`src/rtl/uart_frame_parser.sv`:
```
`default_nettype none
// ============================================================================
// Module   : uart_frame_parser
// Purpose  : Byte-level command-frame sequencer placed behind a UART receiver.
//            Frame format: HDR0 HDR1 CMD LEN PAYLOAD[LEN] CSUM, where
//            CSUM = (CMD + LEN + sum of payload bytes) mod 256.
//            Payload bytes are streamed out as they arrive. Each frame gets at
//            most one verdict (frame_ok or frame_err). The parser recovers
//            from junk bytes, oversize lengths and stalled senders by itself.
// Ports    : sys_clk, sys_rst          clock, synchronous active-high reset
//            uart_rx_done/uart_rx_data byte-ready level and byte from receiver
//            pl_valid/pl_data/pl_index payload byte strobe, data, position
//            frame_cmd/frame_len       command and length of current/last frame
//            frame_ok/frame_err        one-cycle verdict strobes
//            err_code                  01 checksum, 10 length, 11 timeout
//            busy                      high whenever a frame is in progress
//            ok_cnt/err_cnt            wrapping good/bad frame counters
// Revision : 1.0 - initial release
// ============================================================================
module uart_frame_parser #(
    parameter int unsigned MAX_LEN      = 16,
    parameter int unsigned TIMEOUT_CLKS = 1_000_000,
    parameter logic [7:0]  HDR0         = 8'hAA,
    parameter logic [7:0]  HDR1         = 8'h55
) (
    input  logic        sys_clk,
    input  logic        sys_rst,
    input  logic        uart_rx_done,
    input  logic [7:0]  uart_rx_data,
    output logic        pl_valid,
    output logic [7:0]  pl_data,
    output logic [7:0]  pl_index,
    output logic [7:0]  frame_cmd,
    output logic [7:0]  frame_len,
    output logic        frame_ok,
    output logic        frame_err,
    output logic [1:0]  err_code,
    output logic        busy,
    output logic [15:0] ok_cnt,
    output logic [15:0] err_cnt
);

    localparam logic [7:0]  c_MAX_LEN  = 8'(MAX_LEN);
    localparam logic [23:0] c_TO_LAST  = 24'(TIMEOUT_CLKS - 1);
    localparam logic [1:0]  c_ERR_CSUM = 2'b01;
    localparam logic [1:0]  c_ERR_LEN  = 2'b10;
    localparam logic [1:0]  c_ERR_TO   = 2'b11;

    typedef enum logic [2:0] {
        ST_IDLE    = 3'd0,
        ST_HDR1    = 3'd1,
        ST_CMD     = 3'd2,
        ST_LEN     = 3'd3,
        ST_PAYLOAD = 3'd4,
        ST_CSUM    = 3'd5
    } state_t;

    state_t      r_state_q,     w_state_d;
    logic        r_done_q;
    logic [7:0]  r_sum_q,       w_sum_d;
    logic [7:0]  r_idx_q,       w_idx_d;
    logic [23:0] r_to_cnt_q,    w_to_cnt_d;
    logic        r_pl_valid_q,  w_pl_valid_d;
    logic [7:0]  r_pl_data_q,   w_pl_data_d;
    logic [7:0]  r_pl_index_q,  w_pl_index_d;
    logic [7:0]  r_frame_cmd_q, w_frame_cmd_d;
    logic [7:0]  r_frame_len_q, w_frame_len_d;
    logic        r_frame_ok_q,  w_frame_ok_d;
    logic        r_frame_err_q, w_frame_err_d;
    logic [1:0]  r_err_code_q,  w_err_code_d;
    logic        r_busy_q,      w_busy_d;
    logic [15:0] r_ok_cnt_q,    w_ok_cnt_d;
    logic [15:0] r_err_cnt_q,   w_err_cnt_d;

    // Rising edge of the receiver's level: a held level is taken only once.
    logic w_byte_stb;
    logic w_timeout;
    assign w_byte_stb = uart_rx_done & ~r_done_q;
    // An arriving byte beats an expiring timer in the same cycle.
    assign w_timeout  = (r_state_q != ST_IDLE) && !w_byte_stb && (r_to_cnt_q == c_TO_LAST);

    always_comb begin
        w_state_d     = r_state_q;
        w_sum_d       = r_sum_q;
        w_idx_d       = r_idx_q;
        w_pl_valid_d  = 1'b0;
        w_pl_data_d   = r_pl_data_q;
        w_pl_index_d  = r_pl_index_q;
        w_frame_cmd_d = r_frame_cmd_q;
        w_frame_len_d = r_frame_len_q;
        w_frame_ok_d  = 1'b0;
        w_frame_err_d = 1'b0;
        w_err_code_d  = r_err_code_q;
        w_ok_cnt_d    = r_ok_cnt_q;
        w_err_cnt_d   = r_err_cnt_q;

        if (r_state_q == ST_IDLE || w_byte_stb || w_timeout) begin
            w_to_cnt_d = 24'd0;
        end else begin
            w_to_cnt_d = r_to_cnt_q + 24'd1;
        end

        if (w_timeout) begin
            w_state_d     = ST_IDLE;
            w_frame_err_d = 1'b1;
            w_err_code_d  = c_ERR_TO;
            w_err_cnt_d   = r_err_cnt_q + 16'd1;
        end else if (w_byte_stb) begin
            unique case (r_state_q)
                ST_IDLE: begin
                    if (uart_rx_data == HDR0) begin
                        w_state_d = ST_HDR1;
                    end
                end
                ST_HDR1: begin
                    // A repeated HDR0 is treated as the start of a new header.
                    if (uart_rx_data == HDR1) begin
                        w_state_d = ST_CMD;
                    end else if (uart_rx_data != HDR0) begin
                        w_state_d = ST_IDLE;
                    end
                end
                ST_CMD: begin
                    w_frame_cmd_d = uart_rx_data;
                    w_sum_d       = uart_rx_data;
                    w_state_d     = ST_LEN;
                end
                ST_LEN: begin
                    w_frame_len_d = uart_rx_data;
                    w_sum_d       = r_sum_q + uart_rx_data;
                    if (uart_rx_data > c_MAX_LEN) begin
                        w_state_d     = ST_IDLE;
                        w_frame_err_d = 1'b1;
                        w_err_code_d  = c_ERR_LEN;
                        w_err_cnt_d   = r_err_cnt_q + 16'd1;
                    end else if (uart_rx_data == 8'd0) begin
                        w_state_d = ST_CSUM;
                    end else begin
                        w_idx_d   = 8'd0;
                        w_state_d = ST_PAYLOAD;
                    end
                end
                ST_PAYLOAD: begin
                    w_pl_valid_d = 1'b1;
                    w_pl_data_d  = uart_rx_data;
                    w_pl_index_d = r_idx_q;
                    w_sum_d      = r_sum_q + uart_rx_data;
                    w_idx_d      = r_idx_q + 8'd1;
                    if (r_idx_q == r_frame_len_q - 8'd1) begin
                        w_state_d = ST_CSUM;
                    end
                end
                ST_CSUM: begin
                    w_state_d = ST_IDLE;
                    if (uart_rx_data == r_sum_q) begin
                        w_frame_ok_d = 1'b1;
                        w_ok_cnt_d   = r_ok_cnt_q + 16'd1;
                    end else begin
                        w_frame_err_d = 1'b1;
                        w_err_code_d  = c_ERR_CSUM;
                        w_err_cnt_d   = r_err_cnt_q + 16'd1;
                    end
                end
                default: begin
                    w_state_d = ST_IDLE;
                end
            endcase
        end

        // Registered so busy falls in the same cycle as the verdict strobe.
        w_busy_d = (w_state_d != ST_IDLE);
    end

    always_ff @(posedge sys_clk) begin
        if (sys_rst) begin
            r_state_q     <= ST_IDLE;
            r_done_q      <= 1'b0;
            r_sum_q       <= 8'd0;
            r_idx_q       <= 8'd0;
            r_to_cnt_q    <= 24'd0;
            r_pl_valid_q  <= 1'b0;
            r_pl_data_q   <= 8'd0;
            r_pl_index_q  <= 8'd0;
            r_frame_cmd_q <= 8'd0;
            r_frame_len_q <= 8'd0;
            r_frame_ok_q  <= 1'b0;
            r_frame_err_q <= 1'b0;
            r_err_code_q  <= 2'b00;
            r_busy_q      <= 1'b0;
            r_ok_cnt_q    <= 16'd0;
            r_err_cnt_q   <= 16'd0;
        end else begin
            r_state_q     <= w_state_d;
            r_done_q      <= uart_rx_done;
            r_sum_q       <= w_sum_d;
            r_idx_q       <= w_idx_d;
            r_to_cnt_q    <= w_to_cnt_d;
            r_pl_valid_q  <= w_pl_valid_d;
            r_pl_data_q   <= w_pl_data_d;
            r_pl_index_q  <= w_pl_index_d;
            r_frame_cmd_q <= w_frame_cmd_d;
            r_frame_len_q <= w_frame_len_d;
            r_frame_ok_q  <= w_frame_ok_d;
            r_frame_err_q <= w_frame_err_d;
            r_err_code_q  <= w_err_code_d;
            r_busy_q      <= w_busy_d;
            r_ok_cnt_q    <= w_ok_cnt_d;
            r_err_cnt_q   <= w_err_cnt_d;
        end
    end

    assign pl_valid  = r_pl_valid_q;
    assign pl_data   = r_pl_data_q;
    assign pl_index  = r_pl_index_q;
    assign frame_cmd = r_frame_cmd_q;
    assign frame_len = r_frame_len_q;
    assign frame_ok  = r_frame_ok_q;
    assign frame_err = r_frame_err_q;
    assign err_code  = r_err_code_q;
    assign busy      = r_busy_q;
    assign ok_cnt    = r_ok_cnt_q;
    assign err_cnt   = r_err_cnt_q;

endmodule
`default_nettype wire

```
`config.mk`:
```
export PLATFORM = sky130hd
export DESIGN_NAME = uart_frame_parser
export DESIGN_NICKNAME = d
export VERILOG_FILES = /design/src/rtl/uart_frame_parser.sv
export SDC_FILE = /design/constraint.sdc
export NUM_CORES = 1
export LEC_CHECK = 0
export BUFFER_PORTS_ARGS = -buffer_cell sky130_fd_sc_hd__buf_2
export CAP_MARGIN = 15
export CORE_MARGIN = 1
export CORE_UTILIZATION = 32
export CTS_BUF_LIST = sky130_fd_sc_hd__clkbuf_8
export DETAILED_ROUTE_END_ITERATION = 7
export SYNTH_ARGS = -nofsm -noshare
export SYNTH_HDL_FRONTEND = slang
export SYNTH_SLANG_ARGS = --single-unit
```
`constraint.sdc`:
```
create_clock -name sys_clk -period 2.5 [get_ports sys_clk]
set_input_delay 0.5 -clock sys_clk [delete_from_list [all_inputs] [get_ports sys_clk]]
set_output_delay 0.5 -clock sys_clk [all_outputs]
set_load 0.05 [all_outputs]
```
# After elaboration in Yosys (flattened, before gate mapping)
# Cells that the tools add are included.
# op_classes
add_sub_neg	6
n_lt_le_gt_ge	1
eq_ne	15
mux	30
bitwise_logic	5
reduce_logical	24
# ops
op	n
2-to-1 mux 16 bit	4
adder 16 x 1 -> 16 bit (second input constant)	2
one-hot mux 16 bit (2 select lines)	1
one-hot mux 8 bit (2 select lines)	2
adder 24 x 1 -> 24 bit (second input constant)	1
== test 24 x 20 -> 1 bit (second input constant)	1
2-to-1 mux 3 bit	7
== test 8 bit	2
2-to-1 mux 8 bit	2
one-hot mux 3 bit (5 select lines)	1
AND reduction 3 bit	4
nonzero test 3 bit	3
adder 8 x 1 -> 8 bit (second input constant)	1
adder 8 bit	1
== test 8 x 7 -> 1 bit (second input constant)	1
== test 8 bit (second input constant)	1
> comparator 8 x 5 -> 1 bit (second input constant)	1
logical NOT 8 bit	1
2-to-1 mux 2 bit	4
inequality test 8 bit (second input constant)	1
AND reduction 4 bit	2
subtractor 8 x 1 -> 8 bit (second input constant)	1
2-to-1 mux 1 bit	7
== test 3 x 2 -> 1 bit (second input constant)	2
17 further kinds	28
# totals
register_bits	114
input_bits	11
out_inout_bits	70
word_cells	97

# Longest topological paths before layout
# Gate-level depths: netlist of run 1.
# logic_depth
depth_word	7
mapped_depth	10
depth_no_buf	10

# Least setup slack after synthesis of run 1
# Ideal clock, no wire load.
# synth_path
kind	input -> register
from	in uart_rx_data[1]
to	reg r_sum_q[7]
arrival_ps	2537
setup_slack_ps	-115
stages	8
path_cell_list	ha_1 -> a21o_1 -> a21oi_1 -> o21ai_0 -> a2111oi_0 -> nor4_1 -> or4_1 -> nor3_1
# synth_between
elab_chain_cells	2
# synth_lines
item	line	rtl
start, declared	29	input logic [7:0] uart_rx_data,
adder 8 bit	130, 147	
one-hot mux 8 bit (2 select lines)	109	unique case (r_state_q)
end signal, assigned	195	r_sum_q <= w_sum_d;
end, declared	60	logic [7:0] r_sum_q, w_sum_d;
# No other way between the ends.
# A chain may end at the register's enable or synchronous reset.

# Final worst setup path of run 1
# layout_path
from	reg r_to_cnt_q[15]
to	reg r_err_cnt_q[12] (netlist: err_cnt[12])
# layout_between
elab_chain_cells	4
word_cells_on_any_way	8
cone_classes	3 x eq/ne; 1 x mux; 4 x reduce/logical
# layout_lines
item	line	rtl
start, declared	62	logic [23:0] r_to_cnt_q, w_to_cnt_d;
start signal, assigned	197	r_to_cnt_q <= w_to_cnt_d;
== test 24 x 20 -> 1 bit (*)	80	assign w_timeout = (r_state_q != ST_IDLE) && !w_byte_stb && (r_to_cnt_q == c_TO_LAST);
logical AND 1 bit (*)	80	
inequality test 3 bit (no source line) (tied with other cells)	n/a	
AND reduction 4 bit (no source line)	n/a	
end signal, assigned	208	r_err_cnt_q <= w_err_cnt_d;
end, declared	73	logic [15:0] r_err_cnt_q, w_err_cnt_d;
# Mark *: on every way between the ends. The rest lies on a longest branch, timed or not.

==> flow_metrics.tcl, run 1 <==
set metrics [dict create \
    global_route_wire_length_before_repair_um 23200 \
    flow.area_growth_from_synthesis_pct 25.3 \
    drt_iter0_drc 269 \
    max_slew_margin_pct 60.9 \
    timing.reg2reg.worst_path_depth 7 \
    die_h_um 133 \
    p_sw_share_pct 22.1 \
    power.internal_uw 2790 \
    design_power_total_uw 3580 \
    postLayoutSetupSlackWorst_ns 0.0234 \
    timing.hold.worst_path_depth 2 \
    fin_crit_period_ns 2.48 \
    gr-usage-all-layers_pct 16.4 \
    worst-path-max-fanout 10 \
    synthFlopType "sky130_fd_sc_hd__dfxtp_1" \
    slew_at_the_pin_with_the_worst_max_slew_slack_ns 0.585 \
    route.detailed.drc 0 \
    critical_path.cell_chain "or4_4, nor4_4, nand3_2, a21boi_4, o2111ai_4, or4_1, a21oi_1" \
    max-vdd-ir-drop_uv 289 \
    power_density_mw_per_mm2 523 \
    number_of_hold_slack_violations_in_the_final_timing_report 0 \
    cts_max_level 4 \
    worst_setup_path_end_kind "register" \
    synth_top_cells_by_area "sky130_fd_sc_hd__dfxtp_1 42%, sky130_fd_sc_hd__nand2_1 7.1%, sky130_fd_sc_hd__xor2_1 6.6%, sky130_fd_sc_hd__nor2_1 5.9%, sky130_fd_sc_hd__a21oi_1 5.2%" \
    fp.coreArea_mm2 0.0166 \
    final_net_count 817 \
    timing.setup.critical_path_class "register to register" \
    route.vias.total 4992 \
    io_buffer_count 80 \
    grt_start_max_net_pins 38 \
    clkSlewWorstSetupHoldPaths_ns 0.06 \
    power.sequential.fraction_pct 50.8 \
    cp.required_ns 2.86 \
    antenna_violations_before_repair 0 \
    seq_area_frac_synth_pct 41.8 \
    run_status "finished, final reports clean" \
    syn_inst 674 \
    grt_remaining_overflow 0 \
    report.final.setup_viol 0 \
    synth.largest_area_cell "sky130_fd_sc_hd__dfxtp_1" \
    leakage_dissipation_uw 0.00271 \
    critical_path.startpoint_type "register" \
    place_hpwl_um 9890 \
    syn_avg_cell_area_um2 8.11 \
    fin_worst_hold_slack_ns 0.338 \
    power_switching_uw 790 \
    antenna-diode-count 0 \
    postRouteAntennaNets 0 \
    synth-warning-count 0 \
    final_layout_size_suffix_gt1_share_pct 22.4 \
    synthDominantCellAreaShare_pct 41.8 \
    cts.hold.buffers_added 0 \
    detailedPlace.worstSlack_ns -0.301 \
    p_comb_share_pct 3.3 \
    tritoncts "yes" \
    clockRootBuffer "sky130_fd_sc_hd__clkbuf_8" \
    drv_slew 0 \
    drt-total-wl_um 14100 \
    placement_rows 47 \
    gp_congestion 0.829 \
    netlist-cell-type-count 52 \
    timing.critical_path.slowest_cell_delay_ns 0.54 \
    tritoncts_buffers 17 \
    grt_pass1_vias 4691 \
    synth_enable_flop_cells 0 \
    drt_first_pass_iters 4 \
    worst_skew_pair.late_latency_ns 0.43 \
    synth_nets 698 \
    critical_path.slowest_cell "sky130_fd_sc_hd__or4_4" \
    rsz0062_at_grt "true" \
    crit_arrival_ns 2.83 \
    postSynthRegisterBits 114 \
    synth_async_sr_flop_share_pct 0 \
    max_cap_viol_count 0 \
    floorplan.die_area_mm2 0.0176 \
    post_drt_wl_per_cell_um 13.8 \
    io-pin-count 81 \
    numClockSinks 114 \
    fin_worst_skew_ns 0.0125 \
    pwr-share-clk_pct 45.8 \
    clockBufferDepth 2 \
    floorplan.initialDensity_pct 32.8 \
    die_w_um 133 \
    hold_path.class "input port to register" \
    final_min_period_over_clock_period_pct 99.1 \
    vias_per_cell 4.88 \
    max_freq_mhz 404 \
    netlist_area_mm2 0.00546 \
]
[area by class of cell]
type,count,area (µm²)
repair buffers,136,821
well taps,220,275
clock inverters,8,88.8
fillers,1711,9800
inverters,14,52.6
flip-flops and latches,114,2280
multi-input cells,510,3050
clock buffers,20,275
[placed cells by master, fill, tap and decap left out, types with 3 or more instances in the layout]
| master | n |
|---|---|
| sky130_fd_sc_hd__xnor2_1 | 19 |
| sky130_fd_sc_hd__or4_1 | 9 |
| sky130_fd_sc_hd__inv_1 | 15 |
| sky130_fd_sc_hd__a211oi_1 | 3 |
| sky130_fd_sc_hd__nand2_1 | 103 |
| sky130_fd_sc_hd__nor4_1 | 5 |
| sky130_fd_sc_hd__ha_1 | 12 |
| sky130_fd_sc_hd__nand2b_1 | 4 |
| sky130_fd_sc_hd__nand3_1 | 21 |
| sky130_fd_sc_hd__a31oi_1 | 6 |
| sky130_fd_sc_hd__a21oi_1 | 57 |
| sky130_fd_sc_hd__buf_2 | 80 |
| sky130_fd_sc_hd__buf_4 | 56 |
| sky130_fd_sc_hd__o21a_1 | 3 |
| sky130_fd_sc_hd__dfxtp_1 | 113 |
| sky130_fd_sc_hd__o211ai_1 | 4 |
| sky130_fd_sc_hd__mux2i_1 | 4 |
| sky130_fd_sc_hd__nor2_1 | 85 |
| sky130_fd_sc_hd__o31ai_1 | 7 |
| sky130_fd_sc_hd__xor2_1 | 41 |
| sky130_fd_sc_hd__o2111ai_1 | 3 |
| sky130_fd_sc_hd__nor2b_1 | 8 |
| sky130_fd_sc_hd__nand4_1 | 21 |
| sky130_fd_sc_hd__nor3_1 | 12 |
| sky130_fd_sc_hd__clkinv_2 | 5 |
| sky130_fd_sc_hd__and3_1 | 14 |
| sky130_fd_sc_hd__o21ai_0 | 20 |
| sky130_fd_sc_hd__and2_1 | 5 |
| sky130_fd_sc_hd__or3_1 | 9 |
| sky130_fd_sc_hd__clkbuf_8 | 20 |
[timing repair]
action,4_1_cts,5_1_grt
pin swaps,6,4
setup buffers,6,0
resized for setup,3,8
endpoints found under the setup margin,9,19
[critical path: cells and delay by family, from the launching register on]
family	cells	cell delay [ns]
AOI/OAI and AO/OA	3	0.63
DFF	1	0.32
and+or+nand+nor	4	1.47
[Yosys cell counts (2+ instances only)]
cell type	number
sky130_fd_sc_hd__or2_2	2
sky130_fd_sc_hd__nor2_1	86
sky130_fd_sc_hd__nand2_1	103
sky130_fd_sc_hd__o211ai_1	4
sky130_fd_sc_hd__a211oi_1	3
sky130_fd_sc_hd__or3_1	9
sky130_fd_sc_hd__o21ai_0	21
sky130_fd_sc_hd__ha_1	12
sky130_fd_sc_hd__or4_1	9
sky130_fd_sc_hd__and2_1	5
sky130_fd_sc_hd__o21a_1	3
sky130_fd_sc_hd__a21o_1	2
sky130_fd_sc_hd__or4_4	2
sky130_fd_sc_hd__and4_1	3
sky130_fd_sc_hd__dfxtp_1	114
sky130_fd_sc_hd__xor2_1	41
sky130_fd_sc_hd__nor2b_1	8
sky130_fd_sc_hd__a31oi_1	6
sky130_fd_sc_hd__a311oi_1	2
sky130_fd_sc_hd__and3_1	14
sky130_fd_sc_hd__nor4_1	6
sky130_fd_sc_hd__nand3_1	22
sky130_fd_sc_hd__nand2b_1	4
sky130_fd_sc_hd__xnor2_1	19
sky130_fd_sc_hd__o2111ai_1	3
sky130_fd_sc_hd__nand4_1	21
sky130_fd_sc_hd__o31ai_1	7
sky130_fd_sc_hd__mux2i_1	4
sky130_fd_sc_hd__nor3_1	12
sky130_fd_sc_hd__inv_1	14
sky130_fd_sc_hd__a21oi_1	57
sky130_fd_sc_hd__a22oi_1	2
sky130_fd_sc_hd__clkbuf_1	35
[routing by layer]
layer	part of all wire (%)	vias up	GRT usage [%]	routed length [µm]
met1	47	2316	20.9	6620
met3	3.7	13	4.25	526
li1	-	2576	-	-
met4	0.90	0	4.60	127
met2	48	87	27.2	6790
met5	0	-	0	0
[final timing paths]
kind	from	end	slack [ns]
min	uart_rx_done	r_done_q	0.34
max	r_to_cnt_q[15]	err_cnt[12]	0.02
min reg2reg	pl_index[1]	pl_index[1]	0.45
max reg2reg	r_to_cnt_q[15]	err_cnt[12]	0.02
[power groups by stage]
| stage | combinational [µW] | sequential [µW] | clock, µW |
|---|---|---|---|
| 3_5_place_dp | 116 | 1860 | 0 |
| 3_3_place_gp | 117 | 1860 | 0 |
| 4_1_cts | 118 | 1820 | 1680 |
| 6_report | 120 | 1820 | 1640 |
| 5_1_grt | 131 | 1820 | 1740 |
| 2_1_floorplan | 61.5 | 1860 | 0 |
[stage by stage]
step	instances	instance area [µm²]	util [%]	setup TNS, ns
floorplan	674	5470	-	0
detailed placement	988	6380	38.4	-3.90
finish	1022	6850	41.1	0
global route	1022	6850	41.1	-0.358
global placement	988	6380	38.4	-3.73
CTS	1022	6810	40.9	-0.0101
[logic make-up after synthesis]
group	count (synthesis)	share of synthesized area, %
xor gates and xnor gates	60	9.62
muxes	4	0.733
adders and majority gates	13	3.11
AOI/OAI and AO/OA	120	13.8
buffers and inverters	50	3.46
DFF	114	41.8
and+or+nand+nor	313	27.5
[flip-flops by register name, indices dropped and copies added (netlist names), 2 cells and up]
register / flops
frame_len: 8
pl_index: 8
err_code: 2
ok_cnt: 16
pl_data: 8
r_sum_q: 8
frame_cmd: 8
err_cnt: 16
r_state_q: 3
r_idx_q: 8
r_to_cnt_q: 24
(Power assumes the default switching activity.)
==> run 2, diff against run 1 <==
- ABC_AREA: default -> 1
==> flow_metrics.tcl, run 2 <==
set metrics [dict create \
    postLayoutSetupSlackWorst_ns 0.505 \
    netlist-cell-type-count 40 \
    mostFrequentLayoutCell "sky130_fd_sc_hd__nand2_1" \
    antenna-diode-count 0 \
    drv_slew 0 \
    grt_pass1_vias 5296 \
    fin_worst_skew_ns 0.0103 \
    netlist_area_mm2 0.00595 \
    numClockSinks 114 \
    postRouteAntennaNets 0 \
    detailedPlace.worstSlack_ns 0.163 \
    cts.hold.buffers_added 0 \
    final_util_pct 39.0 \
    fin_crit_period_ns 2.00 \
    synth_async_sr_flop_share_pct 0 \
    post_drt_wl_per_cell_um 12.8 \
    yosys-top-cells-count "163 x sky130_fd_sc_hd__nand2_1, 114 x sky130_fd_sc_hd__dfxtp_1, 107 x sky130_fd_sc_hd__nor2_1" \
    layout_common_cells "163 x sky130_fd_sc_hd__nand2_1, 114 x sky130_fd_sc_hd__dfxtp_1, 107 x sky130_fd_sc_hd__nor2_1" \
    synth.largest_area_cell "sky130_fd_sc_hd__dfxtp_1" \
    global_route_wire_length_before_repair_um 25600 \
    grt-busiest-layer "met2" \
    max_cap_viol_count 0 \
    drt-total-wl_um 15100 \
    tritoncts_buffers 17 \
    rsz0062_at_grt "false" \
    slew_at_the_pin_with_the_worst_max_slew_slack_ns 0.592 \
    gp_congestion 0.891 \
    final_net_count 964 \
    r2r_slack_ns 0.50 \
    max_slew_margin_pct 60.3 \
    fin_worst_hold_slack_ns 0.308 \
    floorplan.die_area_mm2 0.0191 \
    fp.coreArea_mm2 0.0181 \
    hold_path.class "input port to register" \
    n_fill_cell 1883 \
    setup-tns-final_ns 0 \
    worst-path-max-fanout 18 \
    synth-warning-count 0 \
    power_density_mw_per_mm2 560 \
    io_buffer_count 80 \
    report.final.setup_viol 0 \
    tritoncts "yes" \
    vias_per_cell 4.80 \
    postSynthRegisterBits 114 \
    placement_rows 49 \
    cp.required_ns 2.86 \
    syn_inst 847 \
    run_status "finished with violations" \
    worst_skew_pair.late_latency_ns 0.44 \
    die_w_um 138 \
    crit_arrival_ns 2.36 \
    drt_iter0_drc 250 \
    synthFlopType "sky130_fd_sc_hd__dfxtp_1" \
    antenna_violations_before_repair 1 \
    worst_setup_path_end_kind "register" \
    clkSlewWorstSetupHoldPaths_ns 0.06 \
    multiInputGateArea_mm2 0.00319 \
    synthDominantCellAreaShare_pct 38.4 \
    grt_use_met3_pct 4.50 \
    critical_path.startpoint_type "register" \
    leakage_dissipation_uw 0.00305 \
    route.detailed.drc 10 \
    final_layout_size_suffix_gt1_share_pct 16.1 \
    largest-register "r_to_cnt_q" \
    route.vias.total 5676 \
    seq_area_frac_synth_pct 38.4 \
    area.sequential_mm2 0.00228 \
    floorplan.initialDensity_pct 32.9 \
    drt_first_pass_iters 7 \
    holdCritStartpoint "uart_rx_done" \
    synthMostInstantiatedCell "sky130_fd_sc_hd__nand2_1" \
    worstReg2RegStart "r_sum_q[2]" \
    violations "DRC" \
    max_freq_mhz 501 \
    io-pin-count 81 \
    gr-usage-all-layers_pct 16.4 \
    max-vdd-ir-drop_uv 368 \
    grt_remaining_overflow 0 \
    synth_nets 871 \
    grt_start_max_net_pins 49 \
    critPathLaunch "r_sum_q[2]" \
    cts_max_level 4 \
    clockBufferDepth 2 \
    place_hpwl_um 10800 \
    largest_register_ffs 24 \
    synth_top_cells_by_area "sky130_fd_sc_hd__dfxtp_1 38%, sky130_fd_sc_hd__nand2_1 10%, sky130_fd_sc_hd__a21oi_1 6.9%, sky130_fd_sc_hd__nor2_1 6.8%, sky130_fd_sc_hd__inv_1 5.5%" \
    global_route.usage.met2_pct 27.5 \
    flow.area_growth_from_synthesis_pct 18.7 \
    syn_avg_cell_area_um2 7.02 \
    number_of_hold_slack_violations_in_the_final_timing_report 0 \
    clockRootBuffer "sky130_fd_sc_hd__clkbuf_8" \
    synth_enable_flop_cells 0 \
    die_h_um 138 \
    timing.setup.critical_path_class "register to register" \
    final_min_period_over_clock_period_pct 79.8 \
    global_route.usage.met1_pct 20.5 \
]
run 2: stage by stage:
stage          power [µW]  cell area (µm²)  cells
6_report             3950             7060   1182
5_1_grt              4140             7060   1182
4_1_cts              4010             7040   1180
3_5_place_dp         2180             6630   1148
3_3_place_gp         2180             6630   1148
2_1_floorplan        2100             5950    847
run 2: cells by family after synthesis:
| group | count (synthesis) | synth area share, % |
|---|---|---|
| flops | 114 | 38.4 |
| simple gates | 415 | 31.4 |
| fa+ha+maj | 13 | 2.86 |
| xor+xnor | 42 | 6.42 |
| compound gates | 146 | 12.9 |
| buf+inv | 117 | 8.06 |
run 2: timing repair:
action / CTS / global route
buffers inserted: 0 / 2
endpoints found under the setup margin: 0 / 14
resized for setup: 0 / 1
run 2: layer usage:
metal | routed length [µm] | share of wire (%)
met5 | 0 | 0
met1 | 7200 | 48
met2 | 7020 | 46
met4 | 134 | 0.89
met3 | 764 | 5.1
run 2: final timing paths:
| path | to | depth (start not counted) |
|---|---|---|
| hold reg to reg | r_to_cnt_q[0] | 1 |
| setup / recovery | err_cnt[12] | 9 |
| hold / removal | r_done_q | 3 |
| setup reg to reg | err_cnt[12] | 9 |
run 2: critical path: stages, from the launching register on:
cell                      delay, ns
sky130_fd_sc_hd__dfxtp_1       0.31
sky130_fd_sc_hd__ha_1          0.28
sky130_fd_sc_hd__nor3_1        0.27
sky130_fd_sc_hd__nand4_1       0.17
sky130_fd_sc_hd__inv_1         0.08
sky130_fd_sc_hd__nor2_1        0.04
sky130_fd_sc_hd__o21ai_2       0.23
sky130_fd_sc_hd__buf_4         0.28
sky130_fd_sc_hd__nand3_1       0.09
sky130_fd_sc_hd__a21oi_1       0.15
run 2: where the power goes:
group / total, µW / internal [µW] / switching (µW)
combinational: 285 / 80.4 / 205
clock: 1810 / 1050 / 764
sequential: 1850 / 1840 / 14.5
total: 3950 / 2970 / 983
run 2: final cells by class:
| cell class | instances | area share, % |
|---|---|---|
| multi-input combinational | 616 | 45.2 |
| sequential | 114 | 32.3 |
| timing repair buffer | 98 | 7.59 |
| inverter | 93 | 4.95 |
| tap | 229 | 4.06 |
| clock buffer | 20 | 3.90 |
| clock inverter | 12 | 1.97 |
==> run 3, diff against run 2 <==
- clock period: 2.5 -> 1.66 ns (I/O delays scaled with it)
==> flow_metrics.tcl, run 3 (synthesis gave the netlist of run 2 again) <==
set metrics [dict create \
    dpl-instance-area_mm2 0.00748 \
    route.detailed.drc 10 \
    max_slew_margin_pct 62.8 \
    tritoncts "yes" \
    postRouteAntennaNets 0 \
    route.vias.total 6114 \
    die_w_um 138 \
    power_density_mw_per_mm2 707 \
    drt_iter0_drc 304 \
    drt-total-wl_um 16800 \
    antenna_violations_before_repair 0 \
    n_fill_cell 1823 \
    floorplan.die_area_mm2 0.0191 \
    numClockSinks 114 \
    leakage_dissipation_uw 0.00361 \
    final_net_count 1067 \
    post_drt_wl_per_cell_um 13.1 \
    final_layout_size_suffix_gt1_share_pct 33.8 \
    vias_per_cell 4.76 \
    run_status "finished with violations" \
    global_route_wire_length_before_repair_um 27100 \
    max_freq_mhz 564 \
    io-pin-count 81 \
    clockRootBuffer "sky130_fd_sc_hd__clkbuf_8" \
    drt_first_pass_iters 7 \
    final_util_pct 45.8 \
    timing.setup.critical_path_class "register to register" \
    place_hpwl_um 12300 \
    fin_crit_period_ns 1.77 \
    grt_start_max_net_pins 49 \
    crit_arrival_ns 2.16 \
    gr-usage-all-layers_pct 17.8 \
    clkSlewWorstSetupHoldPaths_ns 0.08 \
    antenna-diode-count 0 \
    worst_skew_pair.late_latency_ns 0.45 \
    die_h_um 138 \
    hold_path.class "input port to register" \
    fin_worst_hold_slack_ns 0.225 \
    max_cap_viol_count 0 \
    report.final.setup_viol 35 \
    flow.area_growth_from_synthesis_pct 39.3 \
    clockBufferDepth 2 \
    tritoncts_buffers 17 \
    fp.coreArea_mm2 0.0181 \
    multiInputGateArea_mm2 0.00355 \
    layout_common_cells "157 x sky130_fd_sc_hd__nand2_1, 107 x sky130_fd_sc_hd__buf_4, 93 x sky130_fd_sc_hd__nor2_1" \
    fin_worst_skew_ns 0.0120 \
    drv_slew 0 \
    slew_at_the_pin_with_the_worst_max_slew_slack_ns 0.558 \
    mostFrequentLayoutCell "sky130_fd_sc_hd__nand2_1" \
    max-vdd-ir-drop_uv 512 \
    io_buffer_count 80 \
    placement_rows 49 \
    postLayoutSetupSlackWorst_ns -0.114 \
    number_of_hold_slack_violations_in_the_final_timing_report 0 \
    finish.instance_area_mm2 0.00828 \
    worst_setup_path_end_kind "register" \
    largest-register "r_to_cnt_q" \
    critical_path.startpoint_type "register" \
    largest_register_ffs 24 \
    final_min_period_over_clock_period_pct 107 \
    gp_congestion 0.823 \
    grt_pass1_vias 5479 \
    area.sequential_mm2 0.00231 \
    rsz0062_at_grt "true" \
    cts.hold.buffers_added 0 \
    violations "DRC, setup timing" \
    cp.required_ns 2.04 \
    grt_remaining_overflow 0 \
    floorplan.initialDensity_pct 32.9 \
    worst-path-max-fanout 8 \
    cts_max_level 4 \
]
run 3: timing repair:
| item | 4_1_cts | 5_1_grt |
|---|---|---|
| pin swaps | 11 | 34 |
| endpoints found under the setup margin | 47 | 63 |
| buffers inserted | 7 | 5 |
| resized for setup | 31 | 78 |
run 3: area by class of cell:
class | count | area share, %
Clock inverter | 14 | 1.63
Timing Repair Buffer | 201 | 17.0
Clock buffer | 17 | 2.82
Multi-Input combinational cell | 616 | 42.9
Sequential cell | 114 | 27.9
Tap cell | 229 | 3.46
Inverter | 93 | 4.27
run 3: where the power goes:
part / total, µW / leakage [µW] / switching (µW) / internal [µW]
clock network: 2470 / 0.000175 / 1290 / 1190
logic: 585 / 0.00250 / 358 / 227
registers: 2790 / 0.000932 / 23.2 / 2770
run 3: final timing paths:
path                                startpoint              to  slack (ns)  depth (start not counted)
worst max-delay path                r_sum_q[0]      err_cnt[2]       -0.11                         10
worst min-delay path              uart_rx_done        r_done_q        0.23                          4
worst max register to register      r_sum_q[0]      err_cnt[2]       -0.11                         10
worst min register to register  r_to_cnt_q[23]  r_to_cnt_q[23]        0.48                          2
run 3: per-layer routing:
| metal | track usage [%] | wire length, µm | vias to the layer above |
|---|---|---|---|
| met5 | 0 | 0 | - |
| met4 | 5.68 | 186 | 0 |
| met3 | 4.05 | 540 | 14 |
| met2 | 27.8 | 7850 | 79 |
| met1 | 24.1 | 8210 | 2833 |
| li1 | - | - | 3188 |
run 3: metrics by stage:
step	power (µW)	setup slack (ns)	TNS, ns	std cells
finish	5850	-0.114	-2.45	1284
global route	6090	-0.268	-8.62	1284
CTS	5880	-0.0941	-2.16	1279
detailed placement	3400	-0.414	-12.88	1241
global placement	3400	-0.367	-11.20	1241
floorplan	3170	-0.0342	-0.0991	847
run 3: worst max-delay path, stage by stage, from the launching register on:
cell	delay, ns
sky130_fd_sc_hd__dfxtp_2	0.34
sky130_fd_sc_hd__ha_4	0.22
sky130_fd_sc_hd__nor3_4	0.18
sky130_fd_sc_hd__nand4_1	0.18
sky130_fd_sc_hd__inv_1	0.09
sky130_fd_sc_hd__nor2_1	0.05
sky130_fd_sc_hd__o21ai_2	0.12
sky130_fd_sc_hd__buf_6	0.16
sky130_fd_sc_hd__buf_8	0.15
sky130_fd_sc_hd__nand3_2	0.06
sky130_fd_sc_hd__a21oi_1	0.15
